$ cat src/rtl/comparador_mayor_d_i_pkg.sv
// Purpose: shared bit-level comparison function for the magnitude comparator cells.
// Contents: gt_bit(a, b, x) returns "A > B over the bits seen so far" after one more bit.
package comparador_mayor_d_i_pkg;

    // The current bit decides if it differs; otherwise the incoming state carries.
    function automatic logic gt_bit(input logic a, input logic b, input logic x);
        return (a & ~b) | (~(a ^ b) & x);
    endfunction

endpackage

$ cat src/rtl/comparador_mayor_d_i_celdas.sv
// Purpose: combinational cells of the LSB-to-MSB iterative comparator chain.
// Ports (all cells): a_p, b_p = operand bits; x_p = incoming state; p_x = outgoing state.

// Initial cell (bit 0): no incoming state.
module celda_inicial_d_i
    import comparador_mayor_d_i_pkg::*;
(
    input  logic a_p,
    input  logic b_p,
    output logic p_x
);
    assign p_x = gt_bit(a_p, b_p, 1'b0);
endmodule

// Typical cell (bits 1..WIDTH-2).
module celda_tipica_d_i
    import comparador_mayor_d_i_pkg::*;
(
    input  logic a_p,
    input  logic b_p,
    input  logic x_p,
    output logic p_x
);
    assign p_x = gt_bit(a_p, b_p, x_p);
endmodule

// Final cell (bit WIDTH-1): its output is the comparison result.
module celda_final_d_i
    import comparador_mayor_d_i_pkg::*;
(
    input  logic a_p,
    input  logic b_p,
    input  logic x_p,
    output logic p_x
);
    assign p_x = gt_bit(a_p, b_p, x_p);
endmodule

$ cat src/rtl/comparador_mayor_d_i.sv
// Purpose: registered unsigned magnitude comparator, Z = (A > B), 1-cycle latency.
// Ports:
//   clk       - clock, rising edge
//   reset_L   - asynchronous active-low reset
//   valid_in  - A/B qualify this cycle
//   A, B      - unsigned operands, WIDTH bits
//   valid_out - 1-cycle pulse marking a new result on Z
//   Z         - 1 when A > B, held between results
module comparador_mayor_d_i #(
    parameter int unsigned WIDTH = 5
) (
    input  logic             clk,
    input  logic             reset_L,
    input  logic             valid_in,
    input  logic [WIDTH-1:0] A,
    input  logic [WIDTH-1:0] B,
    output logic             valid_out,
    output logic             Z
);

    logic [WIDTH-1:0] a_qual;
    logic [WIDTH-1:0] b_qual;
    logic [WIDTH-2:0] estado;
    logic             z_comb;
    logic             z_d;
    logic             z_q;
    logic             valid_d;
    logic             valid_q;

    // Operands are gated to zero when not qualified so unknowns never enter the chain.
    assign a_qual = valid_in ? A : '0;
    assign b_qual = valid_in ? B : '0;

    celda_inicial_d_i u_inicial (
        .a_p (a_qual[0]),
        .b_p (b_qual[0]),
        .p_x (estado[0])
    );

    for (genvar i = 1; i <= int'(WIDTH) - 2; i++) begin : g_tipica
        celda_tipica_d_i u_tipica (
            .a_p (a_qual[i]),
            .b_p (b_qual[i]),
            .x_p (estado[i-1]),
            .p_x (estado[i])
        );
    end

    celda_final_d_i u_final (
        .a_p (a_qual[WIDTH-1]),
        .b_p (b_qual[WIDTH-1]),
        .x_p (estado[WIDTH-2]),
        .p_x (z_comb)
    );

    // Result capture: Z only updates on an accepted input.
    always_comb begin
        z_d     = z_q;
        valid_d = 1'b0;
        if (valid_in) begin
            z_d     = z_comb;
            valid_d = 1'b1;
        end
    end

    always_ff @(posedge clk or negedge reset_L) begin
        if (!reset_L) begin
            z_q     <= 1'b0;
            valid_q <= 1'b0;
        end else begin
            z_q     <= z_d;
            valid_q <= valid_d;
        end
    end

    assign Z         = z_q;
    assign valid_out = valid_q;

endmodule

$ cat config.mk
export PLATFORM = sky130hd
export DESIGN_NAME = comparador_mayor_d_i
export DESIGN_NICKNAME = d
export VERILOG_FILES = /design/src/rtl/comparador_mayor_d_i_pkg.sv /design/src/rtl/comparador_mayor_d_i_celdas.sv /design/src/rtl/comparador_mayor_d_i.sv
export SDC_FILE = /design/constraint.sdc
export NUM_CORES = 1
export LEC_CHECK = 0
export CORE_AREA = 2 2 39 41
export DETAILED_ROUTE_END_ITERATION = 16
export DIE_AREA = 0 0 41 43
export GPL_ROUTABILITY_DRIVEN = 0
export GPL_TIMING_DRIVEN = 0
export SLEW_MARGIN = 10
export SYNTH_ARGS = -nofsm -noshare
export SYNTH_HDL_FRONTEND = slang
export SYNTH_SLANG_ARGS = --single-unit
$ cat constraint.sdc
create_clock -name clk -period 0.8 [get_ports clk]
set_input_delay 0.12 -clock clk [delete_from_list [all_inputs] [get_ports clk]]
set_output_delay 0.12 -clock clk [all_outputs]
set_load 0.05 [all_outputs]
==> results of run 1 <==
[timing repair]
action | CTS | global route
hold endpoints to repair | 0 | 0
cloned | 1 | 0
gates resized for setup | 36 | 3
buffers inserted | 4 | 1
endpoints found under the setup margin | 3 | 3
pin swaps | 16 | 6
[state kept, by name (all words and copies together) (netlist names)]
signal     count
valid_out      1
Z              1
[Yosys cell counts]
cell type	count	area, sq um
sky130_fd_sc_hd__o211a_1	1	10.0
sky130_fd_sc_hd__ha_1	4	50.1
sky130_fd_sc_hd__nor2_1	1	3.75
sky130_fd_sc_hd__and2_1	4	25.0
sky130_fd_sc_hd__nand3b_1	1	7.51
sky130_fd_sc_hd__nand4b_1	1	8.76
sky130_fd_sc_hd__a22oi_2	1	12.5
sky130_fd_sc_hd__nand2_1	4	15.0
sky130_fd_sc_hd__buf_2	1	5.00
sky130_fd_sc_hd__dfrtp_1	2	50.1
sky130_fd_sc_hd__nand4_1	1	6.26
sky130_fd_sc_hd__o21ai_0	1	5.00
[cells in the final DEF, fill, tap and decap left out]
cell,synthesis,layout
sky130_fd_sc_hd__clkbuf_4,0,3
sky130_fd_sc_hd__buf_16,0,1
sky130_fd_sc_hd__buf_4,0,4
sky130_fd_sc_hd__nand4_1,1,1
sky130_fd_sc_hd__nand2_2,0,3
sky130_fd_sc_hd__clkdlybuf4s50_1,0,3
sky130_fd_sc_hd__o21ai_2,0,1
sky130_fd_sc_hd__nor2_1,1,1
sky130_fd_sc_hd__clkdlybuf4s15_1,0,1
sky130_fd_sc_hd__nand2_4,0,1
sky130_fd_sc_hd__o211a_1,1,1
sky130_fd_sc_hd__buf_6,0,3
sky130_fd_sc_hd__buf_8,0,2
sky130_fd_sc_hd__nand3b_1,1,1
sky130_fd_sc_hd__nand4b_1,1,1
sky130_fd_sc_hd__ha_4,0,4
sky130_fd_sc_hd__dlygate4sd2_1,0,7
sky130_fd_sc_hd__and2_4,0,4
sky130_fd_sc_hd__dfrtp_1,2,2
sky130_fd_sc_hd__a22oi_2,1,1
[critical path, cell delays in order]
cell,delay [ns]
sky130_fd_sc_hd__buf_8,0.11
sky130_fd_sc_hd__buf_8,0.12
sky130_fd_sc_hd__and2_4,0.13
sky130_fd_sc_hd__ha_4,0.21
sky130_fd_sc_hd__a22oi_2,0.14
sky130_fd_sc_hd__nand4_1,0.09
sky130_fd_sc_hd__o211a_1,0.12
[routing by layer]
metal	share of wire [%]	wire length, microns	GRT usage, %	vias to the layer above
met5	0	0	0	-
met4	5.8	34	14.0	0
met3	3.9	23	0	4
met2	55	321	15.0	11
met1	35	205	7.03	113
li1	-	-	-	127
[cell families after synthesis]
family	share of synthesized area, %
and+or+nand+nor	33.3
adders and majority gates	25.2
AOI/OAI and AO/OA	13.8
DFF	25.2
buffers and inverters	2.51
[worst max path at each step]
stage | start | to | slack (ns) | cells past startpoint
6_report | valid_in | Z | -0.13 | 7
3_5_place_dp | valid_in | Z | -0.82 | 7
3_3_place_gp | valid_in | Z | -0.83 | 7
5_1_grt | valid_in | Z | -0.16 | 8
2_1_floorplan | valid_in | Z | -0.21 | 6
4_1_cts | valid_in | Z | -0.22 | 7
[per-stage QoR]
step           hold slack [ns]  instance area [sq um]  TNS [ns]
2_1_floorplan           -0.176                    256    -0.214
3_3_place_gp             0.292                    417     -1.68
3_5_place_dp             0.293                    417     -1.69
4_1_cts                 0.0539                    520    -0.390
5_1_grt                 0.0551                    538    -0.355
6_report                0.0581                    538    -0.274
[power by group]
part	internal, mW	switching (mW)
clock	0.166	0.0638
combinational	0.171	0.119
sequential	0.113	0.00690
[area by class of cell]
cell class,instances,area (sq um)
plain buffers,1,15.0
flip-flops and latches,2,50.0
fillers,147,846
clock buffers,3,22.5
well taps,16,20.0
multi-input cells,19,223
repair buffers,20,208
==> summary.txt, run 1 <==
======================================================================================
Failing checks .......................................................... negative setup slack
Residual DRC ............................................................            0
Power density over the cells ............................................ 1190 nW/um^2
Number of clock sinks ...................................................            2
Kind of critical path ...................................................       in2reg
Post-layout instance count excluding filler cells .......................           61
Number of standard cells after synthesis ................................           22
Vias per Instance .......................................................         4.18
Number of global-route vias before repair ...............................          280
TritonCTS Buffers .......................................................            3
Pre-CTS setup slack .....................................................    -0.823 ns
Mean routed wirelength per cell ......................................... 9.57 microns
Number of nets at the end of the flow ...................................           64
Max_slew headroom .......................................................        91.8%
All-Layer GR Usage ......................................................        9.12%
Die area ................................................................   1760 sq um
Gr ovfl total ...........................................................            0
Count of boundary I/O pins ..............................................           15
Leak Pwr ................................................................     0.239 nW
Total power draw ........................................................       640 uW
Required time at the worst-slack endpoint ...............................      0.91 ns
Final number of setup-violating endpoints ...............................            3
Kind of end point of the critical path ..................................     register
Setup repair after global routing missed its margin .....................         true
DR pass1 iterations .....................................................            1
Core footprint ..........................................................   1380 sq um
Final number of hold-violating endpoints ................................            0
Number of antenna diodes ................................................            0
Row count ...............................................................           14
Critical path arrival ...................................................      1.04 ns
Worst VDD drop ..........................................................       284 uV
Mapped Avg Cell Area ....................................................   9.04 sq um
Status .................................................................. complete, but fails checks
Startpoint of the worst register-to-register path .......................            Z
Routed vias .............................................................          255
Maximum level of the CTS H-tree .........................................            1
Mapped Nets .............................................................           39
Final wirelength ........................................................  584 microns
Initial cell density of the core ........................................        14.4%
Period minus WS final ...................................................     0.934 ns
Endpoint of the most critical register-to-register path .................            Z
Port buffer count .......................................................           14
Part of the Yosys area used for sequential elements .....................        25.2%
Post-route worst setup slack ............................................    -0.134 ns
Cells after DPL .........................................................           52
Width of the die ........................................................   41 microns
Total count of max-transition violations in the final report ............            0
Area Overhead vs Synth ..................................................         170%
Insertion delay of the later-clocked pin in the worst-skew pair .........      0.23 ns
R2R depth ...............................................................            2
Utilization after layout ................................................        38.9%
Fraction of the cycle the final worst path needs ........................         117%
Number of nets with antenna violations after detailed routing ...........            0
Count of state elements after synthesis .................................            2
Share of cells above drive strength 1 ...................................        60.0%
Peak Freq ...............................................................     1070 MHz
Antenna violations before repair ........................................            0
Count of maximum capacitance violations .................................            0
Type of the most critical hold path .....................................     in2async
Count of hold buffers inserted by post-cts repair .......................            0
Maximum clock skew at final layout ......................................         0 ns
Number of distinct standard cells referenced by the synthesized netlist .           12
TritonCTS clock tree ....................................................         done
Largest buffer count on any clock path ..................................            2
Vertical extent of the die ..............................................   43 microns
Crit-path max FO ........................................................            5
Maximum number of pins on one net before global-route repair ............            6
Clock-pin slew of the registers on the worst-case setup and hold paths ..      0.03 ns
Flop2flop setup slack ...................................................     -0.02 ns
Count of warnings emitted by yosys ......................................            0
Startpoint Class ........................................................ primary input
Post-synthesis instance area ............................................    199 sq um
Slew at the pin closest to its max-slew limit ...........................     0.123 ns
CTS root buffer ......................................................... sky130_fd_sc_hd__clkbuf_4
First-iteration detailed-routing DRC count ..............................            0
Global-route wire length before repair ..................................  959 microns
======================================================================================
Power figures use the tool's default switching activity.
==> run 2: changes to the inputs <==
--- a/config.mk
+++ b/config.mk
@@ -5,6 +5,7 @@
 export SDC_FILE = /design/constraint.sdc
 export NUM_CORES = 1
 export LEC_CHECK = 0
+export CAP_MARGIN = 20
 export CORE_AREA = 2 2 39 41
 export DETAILED_ROUTE_END_ITERATION = 16
 export DIE_AREA = 0 0 41 43
==> results of run 2 <==
Same layout as run 1: the final DEF is identical, and so are final timing and power.
==> run 3: changes to the inputs <==
--- a/config.mk
+++ b/config.mk
@@ -5,6 +5,7 @@
 export SDC_FILE = /design/constraint.sdc
 export NUM_CORES = 1
 export LEC_CHECK = 0
+export ABC_AREA = 1
 export CAP_MARGIN = 20
 export CORE_AREA = 2 2 39 41
 export DETAILED_ROUTE_END_ITERATION = 16
==> run 3 against run 2 <==
- worst hold slack better by 0.0045 ns
- area after synthesis is 6.9% higher
- clock power is 4% lower
- critical path depth is 1 lower
- cell area is 16% lower
- die area stayed put
- clock-buffer cell count stayed put
- flip-flop and latch count stayed put
- the run still ends with negative setup slack left
- register-to-register slack better by 0.15 ns
- total power is 15% lower
- critical path type unchanged
==> summary.txt, run 3 <==
======================================================================================
Critical path arrival ...................................................      0.99 ns
Largest buffer count on any clock path ..................................            2
Filler cell count in the final layout ...................................          164
Die area ................................................................   1760 sq um
Power density over the cells ............................................ 1200 nW/um^2
Fraction of registers with async set or reset after synthesis ...........         100%
Startpoint Class ........................................................ primary input
Insertion delay of the later-clocked pin in the worst-skew pair .........      0.22 ns
Final wirelength ........................................................  512 microns
Mean routed wirelength per cell ......................................... 7.53 microns
Vias per Instance .......................................................         3.68
Cell-internal power .....................................................       382 uW
Number of antenna diodes ................................................            0
First-iteration detailed-routing DRC count ..............................            3
Maximum level of the CTS H-tree .........................................            1
Mapped Nets .............................................................           51
Critical path endpoint ..................................................            Z
TritonCTS Buffers .......................................................            3
Width of the die ........................................................   41 microns
Cell area after placement ...............................................    379 sq um
Kind of critical path ...................................................       in2reg
Vertical extent of the die ..............................................   43 microns
Number of standard cells after synthesis ................................           34
Maximum clock skew at final layout ......................................         0 ns
Number of nets with antenna violations after detailed routing ...........            0
Total count of max-transition violations in the final report ............            0
Area taken by flip-flops and latches ....................................   50.0 sq um
Utilization after layout ................................................        32.8%
Most prevalent standard cell on the critical path ....................... sky130_fd_sc_hd__nand2_1
CP max stage cell ....................................................... sky130_fd_sc_hd__clkdlybuf4s50_1
Startpoint of the worst register-to-register path .......................            Z
Net switching power .....................................................       162 uW
Period minus WS final ...................................................     0.890 ns
Number of nets at the end of the flow ...................................           71
List of most frequent post-synthesis cells .............................. sky130_fd_sc_hd__nand2_1 (14), sky130_fd_sc_hd__inv_1 (9), sky130_fd_sc_hd__ha_1 (4)
Flop2flop setup slack ...................................................      0.13 ns
Most common cell after layout, fill and taps aside ...................... sky130_fd_sc_hd__nand2_1
Post-route worst setup slack ............................................   -0.0905 ns
Port buffer count .......................................................           14
Type of the most critical hold path .....................................     in2async
Most used DFF post-synth ................................................ sky130_fd_sc_hd__dfrtp_1
Post-DP HPWL ............................................................  336 microns
Slew at the pin closest to its max-slew limit ...........................     0.125 ns
Count of maximum capacitance violations .................................            0
Gr ovfl total ...........................................................            0
TritonCTS clock tree ....................................................         done
Clock-pin slew of the registers on the worst-case setup and hold paths ..      0.03 ns
Antenna violations before repair ........................................            0
Post-synth EDFFs ........................................................            0
Final total negative setup slack ........................................    -0.219 ns
CP Launch Point .........................................................         A[4]
Crit-path max FO ........................................................            1
Post-synth top area share ...............................................        24.7%
Residual DRC ............................................................            0
Final number of setup-violating endpoints ...............................            3
Fraction of power consumed by sequential logic ..........................        21.6%
Required time at the worst-slack endpoint ...............................      0.90 ns
All-Layer GR Usage ......................................................        8.11%
Number of global-route vias before repair ...............................          238
Mapped Avg Cell Area ....................................................   6.26 sq um
Number of clock sinks ...................................................            2
Most common cell in the netlist ......................................... sky130_fd_sc_hd__nand2_1
Maximum number of pins on one net before global-route repair ............            7
R2R depth ...............................................................            2
Worst VDD drop ..........................................................       449 uV
Leak Pwr ................................................................     0.280 nW
DR pass1 iterations .....................................................            2
Setup repair after global routing missed its margin .....................         true
Global-route wire length before repair ..................................  897 microns
Post-synthesis instance area ............................................    213 sq um
Share of cells above drive strength 1 ...................................        32.7%
Count of warnings emitted by yosys ......................................            0
Area of the multi-input gates ...........................................    156 sq um
Count of state elements after synthesis .................................            2
Part of the Yosys area used for sequential elements .....................        23.5%
Final number of hold-violating endpoints ................................            0
Number of distinct standard cells referenced by the synthesized netlist .            8
CTS root buffer ......................................................... sky130_fd_sc_hd__clkbuf_4
Kind of end point of the critical path ..................................     register
Fraction of the cycle the final worst path needs ........................         111%
Peak Freq ...............................................................     1120 MHz
Clock share of power ....................................................        40.6%
Sw Share ................................................................        29.8%
Area Overhead vs Synth ..................................................         114%
Biggest area contributors in the synthesized netlist .................... sky130_fd_sc_hd__nand2_1 (25%), sky130_fd_sc_hd__dfrtp_1 (24%), sky130_fd_sc_hd__ha_1 (24%)
Synth area leader ....................................................... sky130_fd_sc_hd__nand2_1
Pre-CTS setup slack .....................................................    -0.858 ns
Share of total power in combinational logic .............................        37.7%
Count of boundary I/O pins ..............................................           15
Biggest cell delay along the critical path ..............................      0.45 ns
Initial cell density of the core ........................................        15.4%
Routed vias .............................................................          250
Most used cells in the layout excluding fill and tap cells .............. sky130_fd_sc_hd__nand2_1 (11), sky130_fd_sc_hd__inv_1 (8), sky130_fd_sc_hd__dlymetal6s2s_1 (4)
CP Cell Sequence ........................................................ clkdlybuf4s50_1 > nand2_1 > inv_1 > ha_1 > nand2_1 > a21oi_2
Failing checks .......................................................... negative setup slack
Endpoint of the most critical register-to-register path .................            Z
Status .................................................................. complete, but fails checks
Core footprint ..........................................................   1380 sq um
Row count ...............................................................           14
Final Instance Area .....................................................    454 sq um
Max_slew headroom .......................................................        91.7%
======================================================================================
[run 3: changes by cell type in the layout (fill, tap and decap cells not counted), sizes merged, moves of 4 or more]
| cell | delta |
|---|---|
| buf | -5 |
| nand2 | +10 |
| dlymetal6s2s | +4 |
| dlygate4sd2 | -5 |
| and2 | -4 |
| inv | +9 |
[run 3: critical path, delay by kind of cell]
| family | cells | cell delay (ns) |
|---|---|---|
| adder cells (fa/ha/maj) | 1 | 0.21 |
| AO/OA/AOI/OAI | 1 | 0.05 |
| buffers and inverters | 2 | 0.50 |
| AND/OR/NAND/NOR | 2 | 0.11 |
[run 3: per-layer routing]
layer  track usage (%)  vias to the layer above  share of wire [%]
met4              6.00                        0                  0
met3              4.71                        0                7.4
li1                  -                      135                  -
met2              11.3                       11                 52
met1              8.60                      104                 41
met5                 0                        -                  0
[run 3: logic make-up after synthesis]
logic type	share of synthesized area [%]
DFF	23.5
adders and majority gates	23.5
buffers and inverters	18.2
and+or+nand+nor	30.6
AOI/OAI and AO/OA	4.12
[run 3: final cells by class]
cell class / instances / area share (%)
clock buffers: 3 / 4.96
flip-flops and latches: 2 / 11.0
well taps: 16 / 4.41
multi-input cells: 22 / 34.4
inverters: 9 / 7.99
repair buffers: 16 / 37.2
[run 3: through the flow]
stage / std cells / power (mW) / hold WS [ns]
floorplan: 34 / 0.214 / -0.176
global placement: 64 / 0.301 / 0.293
detailed placement: 64 / 0.305 / 0.295
CTS: 69 / 0.553 / 0.0579
global route: 68 / 0.592 / 0.0635
finish: 68 / 0.544 / 0.0626
[run 3: power by group through the flow]
stage               Sequential, mW  Combinational, mW  Clock [mW]
global route                 0.119              0.230       0.243
CTS                          0.118              0.204       0.232
detailed placement           0.117              0.188           0
floorplan                    0.151             0.0632           0
finish                       0.118              0.205       0.221
global placement             0.116              0.185           0
[run 3: repair_timing]
item	CTS	global route
setup buffers	1	0
hold endpoints to repair	1	0
gates resized for setup	29	16
endpoints found under the setup margin	3	3
pin swaps	16	17
hold buffers	1	0
[run 3: how the worst min path moves through the flow]
stage / slack [ns] / end / start
after floorplan: -0.18 / Z / reset_L
after detailed placement: 0.30 / valid_out / reset_L
final: 0.06 / valid_out / reset_L
after global placement: 0.29 / Z / reset_L
after global routing: 0.06 / Z / reset_L
after CTS: 0.06 / valid_out / reset_L
